[config.mk]
export PLATFORM = sky130hd
export DESIGN_NAME = osf_window_ctrl_flat
export DESIGN_NICKNAME = d
export VERILOG_FILES = /design/src/rtl/osf_pkg.sv /design/src/rtl/osf_window_ctrl_if.sv /design/src/rtl/osf_valid_delay.sv /design/src/rtl/osf_window_ctrl.sv /design/src/flat_wrapper.sv
export SDC_FILE = /design/constraint.sdc
export NUM_CORES = 1
export LEC_CHECK = 0
export BUFFER_PORTS_ARGS = -buffer_cell sky130_fd_sc_hd__buf_2
export CAP_MARGIN = 10
export CELL_PAD_IN_SITES_DETAIL_PLACEMENT = 1
export CELL_PAD_IN_SITES_GLOBAL_PLACEMENT = 1
export CORE_MARGIN = 8
export CORE_UTILIZATION = 40
export CTS_BUF_LIST = sky130_fd_sc_hd__clkbuf_4 sky130_fd_sc_hd__clkbuf_8
export CTS_CLUSTER_DIAMETER = 120
export DETAILED_ROUTE_END_ITERATION = 10
export PLACE_DENSITY = 0.9
export RECOVER_POWER = 50
export SETUP_SLACK_MARGIN = 0.3
export SLEW_MARGIN = 20
export SYNTH_ARGS = -nofsm -noshare
export SYNTH_HDL_FRONTEND = slang
export SYNTH_SLANG_ARGS = --single-unit
[constraint.sdc]
create_clock -name clk -period 3.2 [get_ports clk]
set_clock_uncertainty 0.15 [all_clocks]
set_input_delay 0.64 -clock clk [delete_from_list [all_inputs] [get_ports clk]]
set_output_delay 0.64 -clock clk [all_outputs]
set_load 0.01 [all_outputs]
[src/rtl/osf_pkg.sv]
// Shared types and constants for the 3x3 order-statistics filter window controller.
package osf_pkg;

    localparam int WIN_SIZE = 3;

    typedef enum logic [2:0] {
        IDLE,
        FILL,
        RUN,
        FLUSH,
        DONE
    } osf_state_t;

    // Pad select presented with each window: bit0 replicates the right column, bit1 the bottom row
    localparam logic [1:0] PAD_NONE   = 2'b00;
    localparam logic [1:0] PAD_RIGHT  = 2'b01;
    localparam logic [1:0] PAD_BOTTOM = 2'b10;
    localparam logic [1:0] PAD_CORNER = 2'b11;

    typedef struct packed {
        logic vld;
        logic sof;
        logic eol;
    } osf_flags_t;

endpackage

[src/rtl/osf_window_ctrl_if.sv]
// Pixel-stream, line-buffer, window and result-marker signals of the window controller.
interface osf_window_ctrl_if #(
    parameter int COL_W = 11
);
    logic             s_valid;
    logic             s_ready;
    logic [COL_W-1:0] lb_addr;
    logic             lb_wr_en;
    logic             win_valid;
    logic [1:0]       win_pad;
    logic             m_valid;
    logic             m_sof;
    logic             m_eol;

    modport master (
        input  s_valid,
        output s_ready, lb_addr, lb_wr_en, win_valid, win_pad, m_valid, m_sof, m_eol
    );

    modport slave (
        output s_valid,
        input  s_ready, lb_addr, lb_wr_en, win_valid, win_pad, m_valid, m_sof, m_eol
    );
endinterface

[src/rtl/osf_valid_delay.sv]
// Valid/sof/eol delay line matching the sorting network depth, with an empty flag.
// Latency: exactly PIPE_LAT cycles.
// Backpressure: none, shifts every cycle.
module osf_valid_delay
    import osf_pkg::*;
#(
    parameter int PIPE_LAT = 4
) (
    input  logic       clk,
    input  logic       arstn,
    input  osf_flags_t din,
    output osf_flags_t dout,
    output logic       empty
);

    osf_flags_t sr [PIPE_LAT];

    always_ff @(posedge clk) begin
        if (!arstn) begin
            for (int i = 0; i < PIPE_LAT; i++) sr[i] <= '0;
        end else begin
            sr[0] <= din;
            for (int i = 1; i < PIPE_LAT; i++) sr[i] <= sr[i-1];
        end
    end

    assign dout = sr[PIPE_LAT-1];

    always_comb begin
        empty = 1'b1;
        for (int i = 0; i < PIPE_LAT; i++) begin
            if (sr[i].vld) empty = 1'b0;
        end
    end

endmodule

[src/rtl/osf_window_ctrl.sv]
// Raster sequencer for the 3x3 sorter: line-buffer control, window strobe, re-timed frame markers.
// Latency: win_valid combinational with the accepted pixel; m_* follow PIPE_LAT cycles later.
// Backpressure: s_ready only in FILL/RUN (pad cycles drop it when OSF_BORDER_REPLICATE_EN); no downstream stall.
module osf_window_ctrl
    import osf_pkg::*;
#(
    parameter int COL_W    = 11,
    parameter int ROW_W    = 11,
    parameter int PIPE_LAT = 4
) (
    input  logic              clk,
    input  logic              arstn,
    input  logic [COL_W-1:0]  cfg_width,
    input  logic [ROW_W-1:0]  cfg_height,
    input  logic              start,
    osf_window_ctrl_if.master bus,
    output logic              busy,
    output logic              done
);

`ifdef OSF_BORDER_REPLICATE_EN
    localparam bit PAD_EN = 1'b1;
`else
    localparam bit PAD_EN = 1'b0;
`endif
    // First row/column whose accept completes a window (replicated borders start one earlier)
    localparam int FIRST = PAD_EN ? 1 : WIN_SIZE - 1;

    osf_state_t       state, state_nxt;
    logic [COL_W-1:0] col, w_q;
    logic [ROW_W-1:0] row, h_q;
    logic             pad_r;
    logic [COL_W:0]   pcnt;
    logic             acc, last_col, last_row;
    logic             real_win, flush_win, flush_pads_done, dly_empty;
    logic             sof_flag, eol_flag;
    osf_flags_t       flags_in, flags_out;

    assign last_col  = (col == w_q - COL_W'(1));
    assign last_row  = (row == h_q - ROW_W'(1));
    assign acc       = bus.s_valid & bus.s_ready;
    assign real_win  = acc && (row >= ROW_W'(FIRST)) && (col >= COL_W'(FIRST));
    assign flush_win = PAD_EN && (state == FLUSH) && (pcnt <= {1'b0, w_q});
    assign flush_pads_done = !PAD_EN || (pcnt > {1'b0, w_q});

    assign bus.s_ready   = ((state == FILL) || (state == RUN)) && !pad_r;
    assign bus.lb_addr   = col;
    assign bus.lb_wr_en  = acc;
    assign bus.win_valid = real_win | pad_r | flush_win;

    always_comb begin
        bus.win_pad = PAD_NONE;
        if (pad_r) begin
            bus.win_pad = PAD_RIGHT;
        end else if (flush_win) begin
            bus.win_pad = ((pcnt == '0) || (pcnt == {1'b0, w_q})) ? PAD_CORNER : PAD_BOTTOM;
        end
    end

    assign sof_flag = real_win && (row == ROW_W'(FIRST)) && (col == COL_W'(FIRST));
    assign eol_flag = PAD_EN ? bus.win_pad[0] : (real_win && last_col);
    assign flags_in = {bus.win_valid, sof_flag, eol_flag};

    osf_valid_delay #(.PIPE_LAT(PIPE_LAT)) u_dly (
        .clk   (clk),
        .arstn (arstn),
        .din   (flags_in),
        .dout  (flags_out),
        .empty (dly_empty)
    );

    assign bus.m_valid = flags_out.vld;
    assign bus.m_sof   = flags_out.sof;
    assign bus.m_eol   = flags_out.eol;
    assign busy        = (state != IDLE);
    assign done        = (state == DONE);

    always_comb begin
        state_nxt = state;
        unique case (state)
            IDLE:    if (start) state_nxt = FILL;
            FILL:    if (acc && last_col && (row == ROW_W'(1))) state_nxt = RUN;
            RUN:     if (acc && last_col && last_row) state_nxt = FLUSH;
            FLUSH:   if (dly_empty && flush_pads_done) state_nxt = DONE;
            DONE:    state_nxt = IDLE;
            default: state_nxt = IDLE;
        endcase
    end

    always_ff @(posedge clk) begin
        if (!arstn) begin
            state <= IDLE;
            col   <= '0;
            row   <= '0;
            w_q   <= '0;
            h_q   <= '0;
            pad_r <= 1'b0;
            pcnt  <= '0;
        end else begin
            state <= state_nxt;
            // Right-pad slot after each row that closes a window row, except the last (handled in FLUSH)
            pad_r <= PAD_EN && acc && last_col && (row != '0) && !last_row;
            if ((state == IDLE) && start) begin
                w_q <= cfg_width;
                h_q <= cfg_height;
                col <= '0;
                row <= '0;
            end else if (acc) begin
                if (last_col) begin
                    col <= '0;
                    row <= row + ROW_W'(1);
                end else begin
                    col <= col + COL_W'(1);
                end
            end
            if (state == FLUSH) begin
                if (!flush_pads_done) pcnt <= pcnt + (COL_W+1)'(1);
            end else begin
                pcnt <= '0;
            end
        end
    end

endmodule

[src/flat_wrapper.sv]
// flat-port wrapper written by rule: the top's interface ports become plain ports
module osf_window_ctrl_flat import osf_pkg::*;
#(
    parameter int COL_W    = 11,
    parameter int ROW_W    = 11,
    parameter int PIPE_LAT = 4
)
  (clk, arstn, cfg_width, cfg_height, start, busy, done, bus_s_valid, bus_s_ready, bus_lb_addr, bus_lb_wr_en, bus_win_valid, bus_win_pad, bus_m_valid, bus_m_sof, bus_m_eol);
  osf_window_ctrl_if #(.COL_W(COL_W)) bus_i ();
  input  logic clk;
  input  logic arstn;
  input  logic [COL_W-1:0] cfg_width;
  input  logic [ROW_W-1:0] cfg_height;
  input  logic start;
  output logic busy;
  output logic done;
  input wire logic [$bits(bus_i.s_valid)-1:0] bus_s_valid;
  output wire logic [$bits(bus_i.s_ready)-1:0] bus_s_ready;
  output wire logic [$bits(bus_i.lb_addr)-1:0] bus_lb_addr;
  output wire logic [$bits(bus_i.lb_wr_en)-1:0] bus_lb_wr_en;
  output wire logic [$bits(bus_i.win_valid)-1:0] bus_win_valid;
  output wire logic [$bits(bus_i.win_pad)-1:0] bus_win_pad;
  output wire logic [$bits(bus_i.m_valid)-1:0] bus_m_valid;
  output wire logic [$bits(bus_i.m_sof)-1:0] bus_m_sof;
  output wire logic [$bits(bus_i.m_eol)-1:0] bus_m_eol;
  assign bus_i.s_valid = bus_s_valid;
  assign bus_s_ready = bus_i.s_ready;
  assign bus_lb_addr = bus_i.lb_addr;
  assign bus_lb_wr_en = bus_i.lb_wr_en;
  assign bus_win_valid = bus_i.win_valid;
  assign bus_win_pad = bus_i.win_pad;
  assign bus_m_valid = bus_i.m_valid;
  assign bus_m_sof = bus_i.m_sof;
  assign bus_m_eol = bus_i.m_eol;
  osf_window_ctrl #(.COL_W(COL_W), .ROW_W(ROW_W), .PIPE_LAT(PIPE_LAT)) u_core (.clk(clk), .arstn(arstn), .cfg_width(cfg_width), .cfg_height(cfg_height), .start(start), .bus(bus_i), .busy(busy), .done(done));
endmodule
==> impl_metrics.toml <==
[run_status]
status = "finished, final reports clean"

[hold_path]
hp-class = "flop to flop"
hp-start = "u_core.u_dly.sr[1][0]"
whs_path_depth = 1
min_to = "u_core.u_dly.sr[2][0]"

[route]
dr_wl_met3_um = 406
wl_met1_mm = 3.96
wl_mm = 9.80
ant_nets = 0
firstDrtPassIters = 4
route.met2.wl_mm = 5.12
top_layer_used = "met4"
dr_total_vias = 3057
drt_iter0_markers = 116
viasPerCell = 5.46
drcViolationCount = 0
wl_per_cell_um = 17.5

[die]
rows = 33
die-area_um2 = 11400
die_h_um = 107
initial_utilization = 0.407
core_um2 = 8090
die_x_um = 107
pin_count = 47

[layout]
final_cell_mix = "nand2_1, dfxtp_1, nor2_1"
layout_commonest_cell = "nand2_1"
fill_cells = 1031
area_growth_syn_to_layout_pct = 16.6
fin_area_um2 = 3840
n_antenna_cell = 0
fin_nets = 483
drive_gt1_frac = 0.187

[power]
p_int_mw = 1.24
pwr-share-comb = 0.168
p_per_area_nw_per_um2 = 462
p_sw_mw = 0.534
power.leakage_nw = 1.49
ir_drop_uv = 268
power_frac_clock = 0.388
swShare = 0.301
sequentialPowerShare = 0.443

[worst_setup_path]
worstReg2RegStart = "u_core.w_q[3]"
critPathKind = "flop to flop"
arrival_ns = 3.01
rrSetupSlack_ns = 0.32
cp.required_ns = 3.33
r2r_end = "u_core.state[1]"
cp-start-kind = "flop"
r2r_cells = 8
setup.worst_path.end_class = "flop"
critPathMaxFanout = 4

[grt]
grt_max_degree = 25
grt-ovfl-total = 0
antenna_found_initial = 0
grt_pass1_vias = 3220
grt.total_usage = 0.176
grt_pass1_wl_mm = 16.1

[clocking]
insertion_delay_ns = 0.35
clk_pin_slew_ns = 0.08
cts_buffer_depth = 2
cts_sinks = 59
cts_tree = "done"
cts_buffers = 9
cts_root_buffer = "clkbuf_8"
htree_levels = 3

[yosys]
async_reset_ff_frac = 0
syn_area_um2 = 3290
synth_area_leader_cell = "dfxtp_1"
ys.flop_type = "dfxtp_1"
netlist.area_leader.share = 0.359
syn_inst = 411
yosysWarnings = 0
postSynthAreaPerCell_um2 = 8.01
synth-edff-count = 0
yosysSeqAreaShare = 0.359
synthTopCellsByArea = "dfxtp_1, nand2_1, xor2_1"
synth_seq_cells = 59
ys_types = 56

[placement]
dpl.hpwl_mm = 6.93
place_area_um2 = 3580
gp_congestion = 0.837
io_buffers = 44

[timing]
final-setup-viol-count = 0
finalHoldViolCount = 0
timing.final.crit_share = 0.899
drv_slew = 0
fin_tns_setup_ns = 0
max_slew.worst_pin.slew_ns = 0.874
period_needed_ns = 2.88
slew_headroom = 0.417
rsz0062_at_grt = "yes"
fmax_mhz = 348

[run]
maxCapViolations = 0
routing by layer:
| layer | GRT usage | up-vias |
|---|---|---|
| li1 | - | 1484 |
| met1 | 0.182 | 1477 |
| met2 | 0.325 | 72 |
| met3 | 0.0492 | 24 |
| met4 | 0.0784 | 0 |
| met5 | 0 | - |
cell usage after synthesis (all sizes together), types with 8 or more instances:
master	instances
inv	17
xor2	25
xnor2	14
nand2	66
nand3	10
nor3	13
a21oi	15
a21boi	23
nand4	15
dfxtp	59
and2	11
nor2	39
clkbuf	21
and3	8
flip-flops by register name, indices dropped and copies added (netlist names):
| signal | count |
|---|---|
| u_core.u_dly.sr | 12 |
| u_core.w_q | 11 |
| u_core.bus.lb_addr | 11 |
| u_core.h_q | 11 |
| u_core.row | 11 |
| u_core.state | 3 |
metrics by stage:
| step | util | hold WS (ns) | instances | power [mW] | worst slack [ns] |
|---|---|---|---|---|---|
| CTS | 0.475 | 0.285 | 560 | 1.77 | 0.267 |
| global placement | 0.442 | 0.266 | 540 | 1.06 | 0.347 |
| detailed placement | 0.442 | 0.274 | 540 | 1.08 | 0.216 |
| floorplan | - | 0.262 | 412 | 1.00 | 0.326 |
| finish | 0.474 | 0.285 | 560 | 1.78 | 0.323 |
| global route | 0.474 | 0.316 | 560 | 1.86 | 0.228 |
power by group through the flow:
stage          registers, mW  clock network, mW  logic (mW)
4_1_cts                0.785              0.699       0.290
6_report               0.787              0.689       0.299
3_3_place_gp           0.803                  0       0.257
2_1_floorplan          0.789                  0       0.210
5_1_grt                0.791              0.738       0.330
3_5_place_dp           0.805                  0       0.271
kinds of logic (layout without fill, tap and decap cells):
family,after synthesis,after routing,synth area share
buffers and inverters,45,88,0.0608
other,1,2,0.00114
multiplexers,2,2,0.00608
flip-flops,59,59,0.359
AND/OR/NAND/NOR,187,187,0.288
XOR/XNOR,39,39,0.106
AO/OA/AOI/OAI,71,71,0.153
adder cells (fa/ha/maj),7,7,0.0266
timing repair:
action | 4_1_cts | 5_1_grt
resized for setup | 10 | 5
endpoints found under the hold margin | 0 | 0
setup endpoints to repair | 12 | 24
pin swaps | 8 | 2
hold buffers | 0 | 0
buffers inserted | 4 | 0
worst max-delay path by stage:
stage / startpoint / to / slack (ns)
finish: u_core.w_q[3] / u_core.state[1] / 0.32
detailed placement: u_core.w_q[2] / u_core.state[1] / 0.22
global placement: u_core.w_q[2] / u_core.row[1] / 0.35
global route: u_core.w_q[3] / u_core.state[1] / 0.23
floorplan: u_core.w_q[2] / u_core.row[1] / 0.33
CTS: u_core.w_q[3] / u_core.state[1] / 0.27
critical path, stage by stage (launching register included):
cell       delay (ns)
dfxtp_4          0.35
or4_4            0.56
or4b_4           0.54
xnor2_4          0.16
a2111oi_4        0.33
buf_4            0.21
nand4_1          0.15
nor3b_2          0.23
o21a_1           0.13
cell type report:
type                       count  area (um2)  area share
clock inverter                 7        76.3      0.0199
timing repair buffer          55         274      0.0714
clock buffer                   9         124      0.0323
multi-input combinational    308        1980       0.516
inverter                      17        63.8      0.0166
sequential                    59        1190       0.310
tap                          105         131      0.0342
Power figures use the tool's default switching activity.
